### src/rtl/data_gen_pkg.sv
// Shared constants for the stream pattern generator/checker pair:
// LFSR seed and taps, counter widths, and the per-channel start word.
package data_gen_pkg;

    localparam logic [15:0] LFSR_SEED = 16'hACE1;
    // Fibonacci taps 16,14,13,11 -> state bits 15,13,12,10
    localparam logic [15:0] LFSR_TAPS = 16'hB400;
    localparam int PKT_CNT_W = 32;
    localparam int ERR_CNT_W = 16;

    function automatic logic [15:0] init_word(input int unsigned ch);
        logic [15:0] c;
        c = 16'(ch);
        return {c[7:0], 8'h00} | c;
    endfunction

endpackage

### src/rtl/data_check_if.sv
// AXI-Stream bus carrying the test pattern; master drives data, slave drives ready.
interface data_check_if #(
    parameter int DW = 512
);
    logic [DW-1:0]   tdata;
    logic [DW/8-1:0] tkeep;
    logic            tlast;
    logic            tvalid;
    logic            tready;

    modport master (output tdata, output tkeep, output tlast, output tvalid, input tready);
    modport slave  (input tdata, input tkeep, input tlast, input tvalid, output tready);
endinterface

### src/rtl/data_check_lfsr16.sv
// 16-bit Fibonacci LFSR with loadable seed; shared by generator and checker
// for randomised handshake timing.
module lfsr16
    import data_gen_pkg::*;
(
    input  logic        clk,
    input  logic        resetn,
    input  logic        load,
    input  logic [15:0] seed,
    input  logic        advance,
    output logic [15:0] state
);

    always_ff @(posedge clk) begin
        if (!resetn)
            state <= LFSR_SEED;
        else if (load)
            state <= seed;
        else if (advance)
            state <= {state[14:0], ^(state & LFSR_TAPS)};
    end

endmodule

### src/rtl/data_check.sv
// Receive-side checker for the replicated incrementing 16-bit stream pattern:
// per-beat lane/keep check, packet framing check, and status counters.
module data_check
    import data_gen_pkg::*;
#(
    parameter int DW        = 512,
    parameter int CHANNEL   = 0,
    parameter int PKT_BEATS = 8
) (
    input  logic                 clk,
    input  logic                 resetn,
    data_check_if.slave          axis_in,
    input  logic                 throttle,
    input  logic                 clr_counts,
    output logic [PKT_CNT_W-1:0] pkt_count,
    output logic [ERR_CNT_W-1:0] data_err_count,
    output logic [ERR_CNT_W-1:0] frame_err_count,
    output logic [15:0]          first_bad_word,
    output logic                 error
);

    localparam int LANES = DW / 16;
    localparam int BW    = (PKT_BEATS > 1) ? $clog2(PKT_BEATS) : 1;
    localparam logic [15:0] EXP_INIT = init_word(CHANNEL);

    logic [15:0]      lfsr_state;
    logic             ready_q;
    logic [15:0]      exp_word;
    logic [BW-1:0]    beat;
    logic [LANES-1:0] lane_bad;
    logic             acc;
    logic             beat_last;
    logic             data_bad;
    logic             frame_bad;
    logic             pkt_inc;
    logic [15:0]      rx;
    logic             unused_lfsr;

    lfsr16 u_lfsr (
        .clk     (clk),
        .resetn  (resetn),
        .load    (1'b0),
        .seed    (LFSR_SEED),
        .advance (1'b1),
        .state   (lfsr_state)
    );

    assign unused_lfsr = &{1'b0, lfsr_state[15:2]};

    for (genvar g = 0; g < LANES; g++) begin : g_lane
        assign lane_bad[g] = (axis_in.tdata[16*g +: 16] != exp_word);
    end

    assign axis_in.tready = ready_q;
    assign acc       = axis_in.tvalid & ready_q;
    assign rx        = axis_in.tdata[15:0];
    assign beat_last = (beat == BW'(PKT_BEATS - 1));
    assign data_bad  = acc & ((|lane_bad) | ~(&axis_in.tkeep));
    // TLAST early (short) or missing on the final beat (long)
    assign frame_bad = acc & (axis_in.tlast ^ beat_last);
    assign pkt_inc   = acc & axis_in.tlast;

    // Ready is registered so there is no combinational path from tvalid.
    always_ff @(posedge clk) begin
        if (!resetn)
            ready_q <= 1'b0;
        else
            ready_q <= throttle ? (lfsr_state[0] | lfsr_state[1]) : 1'b1;
    end

    // Expected word tracks the received lane 0 so one bad beat cannot cascade.
    always_ff @(posedge clk) begin
        if (!resetn) begin
            exp_word <= EXP_INIT;
            beat     <= '0;
        end else if (acc) begin
            exp_word <= rx + 16'd1;
            beat     <= (axis_in.tlast | beat_last) ? '0 : beat + BW'(1);
        end
    end

    always_ff @(posedge clk) begin
        if (!resetn || clr_counts) begin
            pkt_count       <= '0;
            data_err_count  <= '0;
            frame_err_count <= '0;
            first_bad_word  <= '0;
            error           <= 1'b0;
        end else begin
            if (pkt_inc)
                pkt_count <= pkt_count + PKT_CNT_W'(1);
            if (data_bad && !(&data_err_count))
                data_err_count <= data_err_count + ERR_CNT_W'(1);
            if (frame_bad && !(&frame_err_count))
                frame_err_count <= frame_err_count + ERR_CNT_W'(1);
            if (data_bad && !error)
                first_bad_word <= rx;
            if (data_bad || frame_bad)
                error <= 1'b1;
        end
    end

endmodule

### src/flat_wrapper.sv
// flat-port wrapper written by rule: the top's interface ports become plain ports
module data_check_flat import data_gen_pkg::*;
#(
    parameter int DW        = 512,
    parameter int CHANNEL   = 0,
    parameter int PKT_BEATS = 8
)
  (clk, resetn, throttle, clr_counts, pkt_count, data_err_count, frame_err_count, first_bad_word, error, axis_in_tdata, axis_in_tkeep, axis_in_tlast, axis_in_tvalid, axis_in_tready);
  data_check_if #(.DW(DW)) axis_in_i ();
  input  logic clk;
  input  logic resetn;
  input  logic throttle;
  input  logic clr_counts;
  output logic [PKT_CNT_W-1:0] pkt_count;
  output logic [ERR_CNT_W-1:0] data_err_count;
  output logic [ERR_CNT_W-1:0] frame_err_count;
  output logic [15:0] first_bad_word;
  output logic error;
  input wire logic [$bits(axis_in_i.tdata)-1:0] axis_in_tdata;
  input wire logic [$bits(axis_in_i.tkeep)-1:0] axis_in_tkeep;
  input wire logic [$bits(axis_in_i.tlast)-1:0] axis_in_tlast;
  input wire logic [$bits(axis_in_i.tvalid)-1:0] axis_in_tvalid;
  output wire logic [$bits(axis_in_i.tready)-1:0] axis_in_tready;
  assign axis_in_i.tdata = axis_in_tdata;
  assign axis_in_i.tkeep = axis_in_tkeep;
  assign axis_in_i.tlast = axis_in_tlast;
  assign axis_in_i.tvalid = axis_in_tvalid;
  assign axis_in_tready = axis_in_i.tready;
  data_check #(.DW(DW), .CHANNEL(CHANNEL), .PKT_BEATS(PKT_BEATS)) u_core (.clk(clk), .resetn(resetn), .axis_in(axis_in_i), .throttle(throttle), .clr_counts(clr_counts), .pkt_count(pkt_count), .data_err_count(data_err_count), .frame_err_count(frame_err_count), .first_bad_word(first_bad_word), .error(error));
endmodule
### config.mk
export PLATFORM = sky130hd
export DESIGN_NAME = data_check_flat
export DESIGN_NICKNAME = d
export VERILOG_FILES = /design/src/rtl/data_gen_pkg.sv /design/src/rtl/data_check_if.sv /design/src/rtl/data_check_lfsr16.sv /design/src/rtl/data_check.sv /design/src/flat_wrapper.sv
export SDC_FILE = /design/constraint.sdc
export NUM_CORES = 1
export LEC_CHECK = 0
export ABC_AREA = 1
export ABC_CLOCK_PERIOD_IN_PS = 2250
export CORE_AREA = 5 5 258 260
export DETAILED_ROUTE_END_ITERATION = 6
export DIE_AREA = 0 0 263 265
export DONT_BUFFER_PORTS = 1
export HOLD_SLACK_MARGIN = 0.06
export SLEW_MARGIN = 25
export SYNTH_ARGS = -nofsm -noshare
export SYNTH_HDL_FRONTEND = slang
export SYNTH_SLANG_ARGS = --single-unit
### constraint.sdc
create_clock -name clk -period 2.25 [get_ports clk]
set_input_delay 0.45 -clock clk [delete_from_list [all_inputs] [get_ports clk]]
set_output_delay 0.45 -clock clk [all_outputs]
set_load 0.05 [all_outputs]
* Word level (Yosys, flattened, before mapping) *
Cells that the tools add are included.

storage, ports and cells
  bits in writable memories = 0
  latch bits = 0
  memories kept = 0
  bits of input ports = 582
  bits in registers = 117
  memory bits (read-only) = 0

cells by class
  $mul = 0
  bitwise operators = 9
  shifts and indexed selects = 0
  order comparisons = 0
  eq/ne operators = 33
  reductions and logical operators = 14
  mux-type cells = 2
  divide/modulo/power cells = 0
  $add $sub $neg = 5

operators with widths
  kind                     number
  $ne A16 B16 Y1           32
  $reduce_and A64 Y1       1
  $add A16 B1 Y16 const B  3
  $add A32 B1 Y32 const B  1
  $reduce_and A16 Y1       2
  $reduce_or A32 Y1        1
  $reduce_xor A16 Y1       1
  $and A1 B1 Y1            4
  $logic_not A1 Y1         4
  $add A3 B1 Y3 const B    1
  $eq A3 B3 Y1 const B     1
  $logic_and A1 B1 Y1      3
  $mux W3                  1
  $or A1 B1 Y1             3
  $logic_or A1 B1 Y1       2
  $mux W1                  1
  $not A1 Y1               1
  $xor A1 B1 Y1            1

* Longest topological paths before layout *
  depth after elaboration = 5
  gate-level depth with buffers = 19
  gate-level depth less buffers = 16

* Modules after synthesis *
Synthesis repeated with hierarchy kept, for this count alone.

unflattened totals
  cells, all modules = 2342
  area, all modules = 12944.9 µm²

by module, submodules not included
  module      area each (µm²)  seq. area each (µm²)  instances  cells each
  data_check  12152.9          2021.9                1          2223
  lfsr16      792.0            320.3                 1          119

* Least setup slack after synthesis *
OpenSTA, ideal clock, no wires.

  kind = reg2reg
  from = reg u_core.pkt_count[1]
  to = reg u_core.pkt_count[28]
  setup slack = -63 ps
  required time = 2130 ps
  cell stages (with the launch flop) = 13
  clock period less this slack = 2313 ps
  arrival = 2193 ps
  buffers on the path = 0
  cell sequence = dfxtp_1 -> ha_1 -> inv_1 -> nor3_1 -> nand2_1 -> nor4_1 -> nand2_1 -> inv_1 -> nand4_1 -> nor2_1 -> nand2_1 -> o21ai_0 -> a21oi_1

on the way
  longest elaborated chain between the ends = 1

ends and longest elaborated chain
  element                 line              RTL
  from (decl)             data_check.sv:15  output logic [PKT_CNT_W-1:0] pkt_count,
  from (signal assigned)  data_check.sv:91  pkt_count <= pkt_count + PKT_CNT_W'(1);
  $add A32 B1 Y32         data_check.sv:91

No other way between the ends.
A chain may end at the register's enable or synchronous reset.

* Worst setup path in the final report *
  from = reg u_core.exp_word[5]
  to = reg u_core.first_bad_word[7]

on the way
  longest elaborated chain between the ends = 5
  elaborated cells between the ends (all ways) = 36
  those cells by class = eq/ne (32); bitwise (2); reduce/logical (2)

ends and longest elaborated chain
  element                 line              RTL
  from (decl)             data_check.sv:28  logic [15:0] exp_word;
  from (signal assigned)  data_check.sv:77  exp_word <= rx + 16'd1;
  $ne A16 B16 Y1          data_check.sv:51  assign lane_bad[g] = (axis_in.tdata[16*g +: 16] != exp_word);
  $reduce_or A32 Y1 *     data_check.sv:58  assign data_bad = acc & ((|lane_bad) | ~(&axis_in.tkeep));
  $or A1 B1 Y1 *          data_check.sv:58
  $and A1 B1 Y1 *         data_check.sv:58
  $logic_and A1 B1 Y1 *   data_check.sv:96  if (data_bad && !error)
  to (signal assigned)    data_check.sv:97  first_bad_word <= rx;
  to (decl)               data_check.sv:18  output logic [15:0] first_bad_word,

Mark *: on every way between the ends. The rest lies on a longest branch, timed or not.

==> reports/qor.yml <==
outcome: "complete, but fails checks"
violations: "negative setup slack"
final_net_count: 2790
combPwrFrac: 0.358
min_path_cells: 1
area_delta_synth_final_pct: 35.3
rr_worst_depth: 17
viasPerCell: 4.29
crit_arrival_ns: 2.86
finalWorstSetupSlack_ns: -0.288
ir_drop_v: 0.000520
numCtsBuffers: 17
ys_seq_elements: 117
start_kind: "flip-flop"
busiest_layer: "met2"
ant_nets: 0
powerDensity_nw_per_um2: 437
p_clk_frac: 0.346
crit_path_frequent_cell: "nand2_1"
core_um2: 63900
synthCells: 2001
grt_use_met1: 0.202
path_cells: "buf_12 > buf_12 > xnor2_2 > nand2_1 > nor2_2 > nand2_1 > nor2_1 > nand2_1 > nor2_1 > nand2_2 > nor2_4 > nand2_8 > nand3_4 > clkbuf_16 > nand2_1 > inv_1 > nor2_1"
routabilityCongestion: 0.970
routed_wl_mm: 66.0
crit_buf_inv: 4
use_met2: 0.319
rrSetupSlack_ns: -0.29
worst_pin_slew_ns: 0.658
dp_hpwl_mm: 55.5
async_flop_share: 0
cp-end-kind: "flip-flop"
setup_viol: 33
slew_viol_final: 0
synth_nets: 2590
ys.flop_type: "dfxtp_1"
critical-path-max-stage-delay_ns: 0.38
diodes: 0
fp.dieW_um: 263
fp-row-count: 93
relSlewSlack: 0.561
holdPathEnd: "u_core.exp_word[0]"
use_met3: 0.0600
netlist_area_um2: 12800
netSwitchingFraction: 0.327
fmax_mhz: 394
cp.required_ns: 2.57
clk_latency_ns: 0.43
grt_max_degree: 59
period_needed_ns: 2.54
timing.rr.start: "u_core.exp_word[5]"
fin_skew_ns: 0.0112
finalInstanceArea_um2: 17300
synthTopCellsByArea: "xnor2_1, dfxtp_1, nand2_1, nor2_1, inv_1"
yosysTopAreaCell: "xnor2_1"
vias: 13200
cts.htree.levels: 4
grt_pass1_vias: 12700
hold_viol_final: 0
synth_edf_count: 0
placed_cell_area_um2: 15300
hold_class: "input pin to flip-flop"
dr.pass1.iters: 5
clkSlewWorstSetupHoldPaths_ns: 0.06
io_buffers: 0
grt_overflow: 0
synth_top_cell_area_share: 0.306
cp_max_fo: 12
drc_errors: 0
cts_tree: "done"
antenna_found_initial: 1
root_buffer: "clkbuf_16"
rsz0062_at_grt: "yes"
ys_types: 33
pwr-share-seq: 0.296
placed_cells: 2985
routedWlPerCell_um: 21.5
yosysWarningCount: 0
die_h_um: 265
drt-initial-drc-count: 783
die_area_um2: 69700
crit_type: "flip-flop to flip-flop"
place_ws_ns: -0.630
drive_gt1_frac: 0.238
r2r-end: "u_core.first_bad_word[7]"
intPower_mw: 5.10
crit_family: "simple AND/OR/NAND/NOR gates"
final_cells: 3069
numClockSinks: 117
ys_seq_area_frac: 0.183
grt_pass1_wl_mm: 90.6
clock_path_buffers: 2
syn_area_per_cell_um2: 6.40
start_util: 0.201
hp-start: "axis_in_tdata[0]"
slowest_stage: "dfxtp_4"
whs_ns: 0.102
grtUsageTotal: 0.176
maxCapViolations: 0
leakagePower_nw: 6.42
p_sw_mw: 2.48
num_io_pins: 664
timing.final.crit_share: 1.13
synthesized netlist by cell type, types with 4 or more instances:
library cell / instances
inv_1: 195
a31oi_1: 4
a211oi_1: 5
xnor2_1: 447
or2_2: 37
buf_6: 31
nand3_1: 70
nand2_1: 498
buf_2: 19
a21oi_1: 57
dfxtp_1: 117
ha_1: 7
nor2_1: 260
buf_1: 4
o21ai_0: 45
nand4_1: 70
buf_4: 17
nor4_1: 7
clkbuf_1: 20
nor3_1: 36
xor2_1: 31
clkinv_1: 7
registers in the layout (all words and copies together), names as in the netlist:
register and flops:
u_core.u_lfsr.state 16, u_core.pkt_count 32, u_core.frame_err_count 16, u_core.axis_in.tready 1
u_core.data_err_count 16, u_core.first_bad_word 16, u_core.beat 3, u_core.error 1
u_core.exp_word 16
worst reg2reg max path: stages, from the launching register on:
cell and delay, ns:
dfxtp_4 0.38, buf_12 0.16, buf_12 0.16, xnor2_2 0.19, nand2_1 0.09, nor2_2 0.22
nand2_1 0.11, nor2_1 0.12, nand2_1 0.05, nor2_1 0.10, nand2_2 0.08, nor2_4 0.17
nand2_8 0.15, nand3_4 0.15, clkbuf_16 0.17, nand2_1 0.05, inv_1 0.05, nor2_1 0.04
cell usage in the layout, fill, tap and decap left out, types with 3 or more instances in the layout:
master,n
nand2_2,30
dfxtp_2,8
nor3_1,30
o21ai_0,44
buf_6,22
a31oi_1,3
clkinvlp_4,6
nand3_1,66
and3_1,3
nand2_1,460
inv_1,181
nand2_4,8
o21a_1,3
a211oi_1,4
inv_2,15
nand4_1,70
dfxtp_4,11
xor2_1,31
ha_1,7
a21oi_1,56
buf_16,4
dfxtp_1,98
xnor2_2,36
nor2_1,200
clkinv_2,3
nor4_1,7
buf_8,4
nor2_2,49
or2_2,37
clkinv_1,5
nand3_4,3
nor3_2,6
buf_4,202
xnor2_1,411
nor2_4,12
buf_12,35
clkbuf_16,21
how the worst max path moves through the flow:
stage                   startpoint                         to  slack, ns  cells past startpoint
6_report        u_core.exp_word[5]   u_core.first_bad_word[7]      -0.29                     17
5_1_grt        u_core.exp_word[12]  u_core.first_bad_word[10]      -0.40                     15
4_1_cts         u_core.exp_word[1]   u_core.first_bad_word[3]      -0.22                     18
3_5_place_dp    u_core.exp_word[1]   u_core.data_err_count[1]      -0.63                     17
3_3_place_gp   u_core.exp_word[13]   u_core.data_err_count[1]      -0.67                     15
2_1_floorplan  u_core.pkt_count[0]       u_core.pkt_count[28]      -0.04                     12
area by class of cell:
type | instances | area (µm²)
Clock inverter | 11 | 101
Sequential cell | 117 | 2390
Timing Repair Buffer | 272 | 2770
Inverter | 203 | 769
Multi-Input combinational cell | 1590 | 9770
Clock buffer | 21 | 460
Fill cell | 7021 | 46600
Tap cell | 855 | 1070
cell families after synthesis:
logic type	count (synthesis)	synth area share
AND/OR/NAND/NOR	990	0.326
buffers and inverters	294	0.111
flip-flops	117	0.183
adder cells (fa/ha/maj)	7	0.00683
XOR/XNOR	478	0.327
AO/OA/AOI/OAI	115	0.0469
layer usage:
layer  routed length (µm)  vias to the layer above
met1                25000                     5995
li1                     -                     6567
met2                33700                      552
met4                 1290                        2
met3                 5990                       56
met5                   20                        -
power by group through the flow:
stage / combinational [mW] / sequential, mW / clock (mW)
final: 2.72 / 2.24 / 2.62
after global routing: 2.95 / 2.25 / 2.80
after CTS: 2.57 / 2.25 / 2.69
after detailed placement: 2.38 / 2.30 / 0
after global placement: 2.37 / 2.30 / 0
after floorplan: 1.72 / 2.25 / 0
metrics by stage:
stage	util	setup TNS [ns]	power [mW]
2_1_floorplan	-	-0.0415	3.97
3_3_place_gp	0.239	-18.84	4.67
3_5_place_dp	0.239	-18.45	4.68
4_1_cts	0.260	-6.88	7.51
5_1_grt	0.271	-11.83	8.01
6_report	0.271	-8.17	7.58
timing repair:
item,4_1_cts,5_1_grt
hold buffers,0,0
setup buffers,25,20
gates resized for setup,113,126
pin swaps,45,53
cloned,6,4
endpoints found under the setup margin,34,47
No activity file was read; power rests on OpenSTA's default activity.
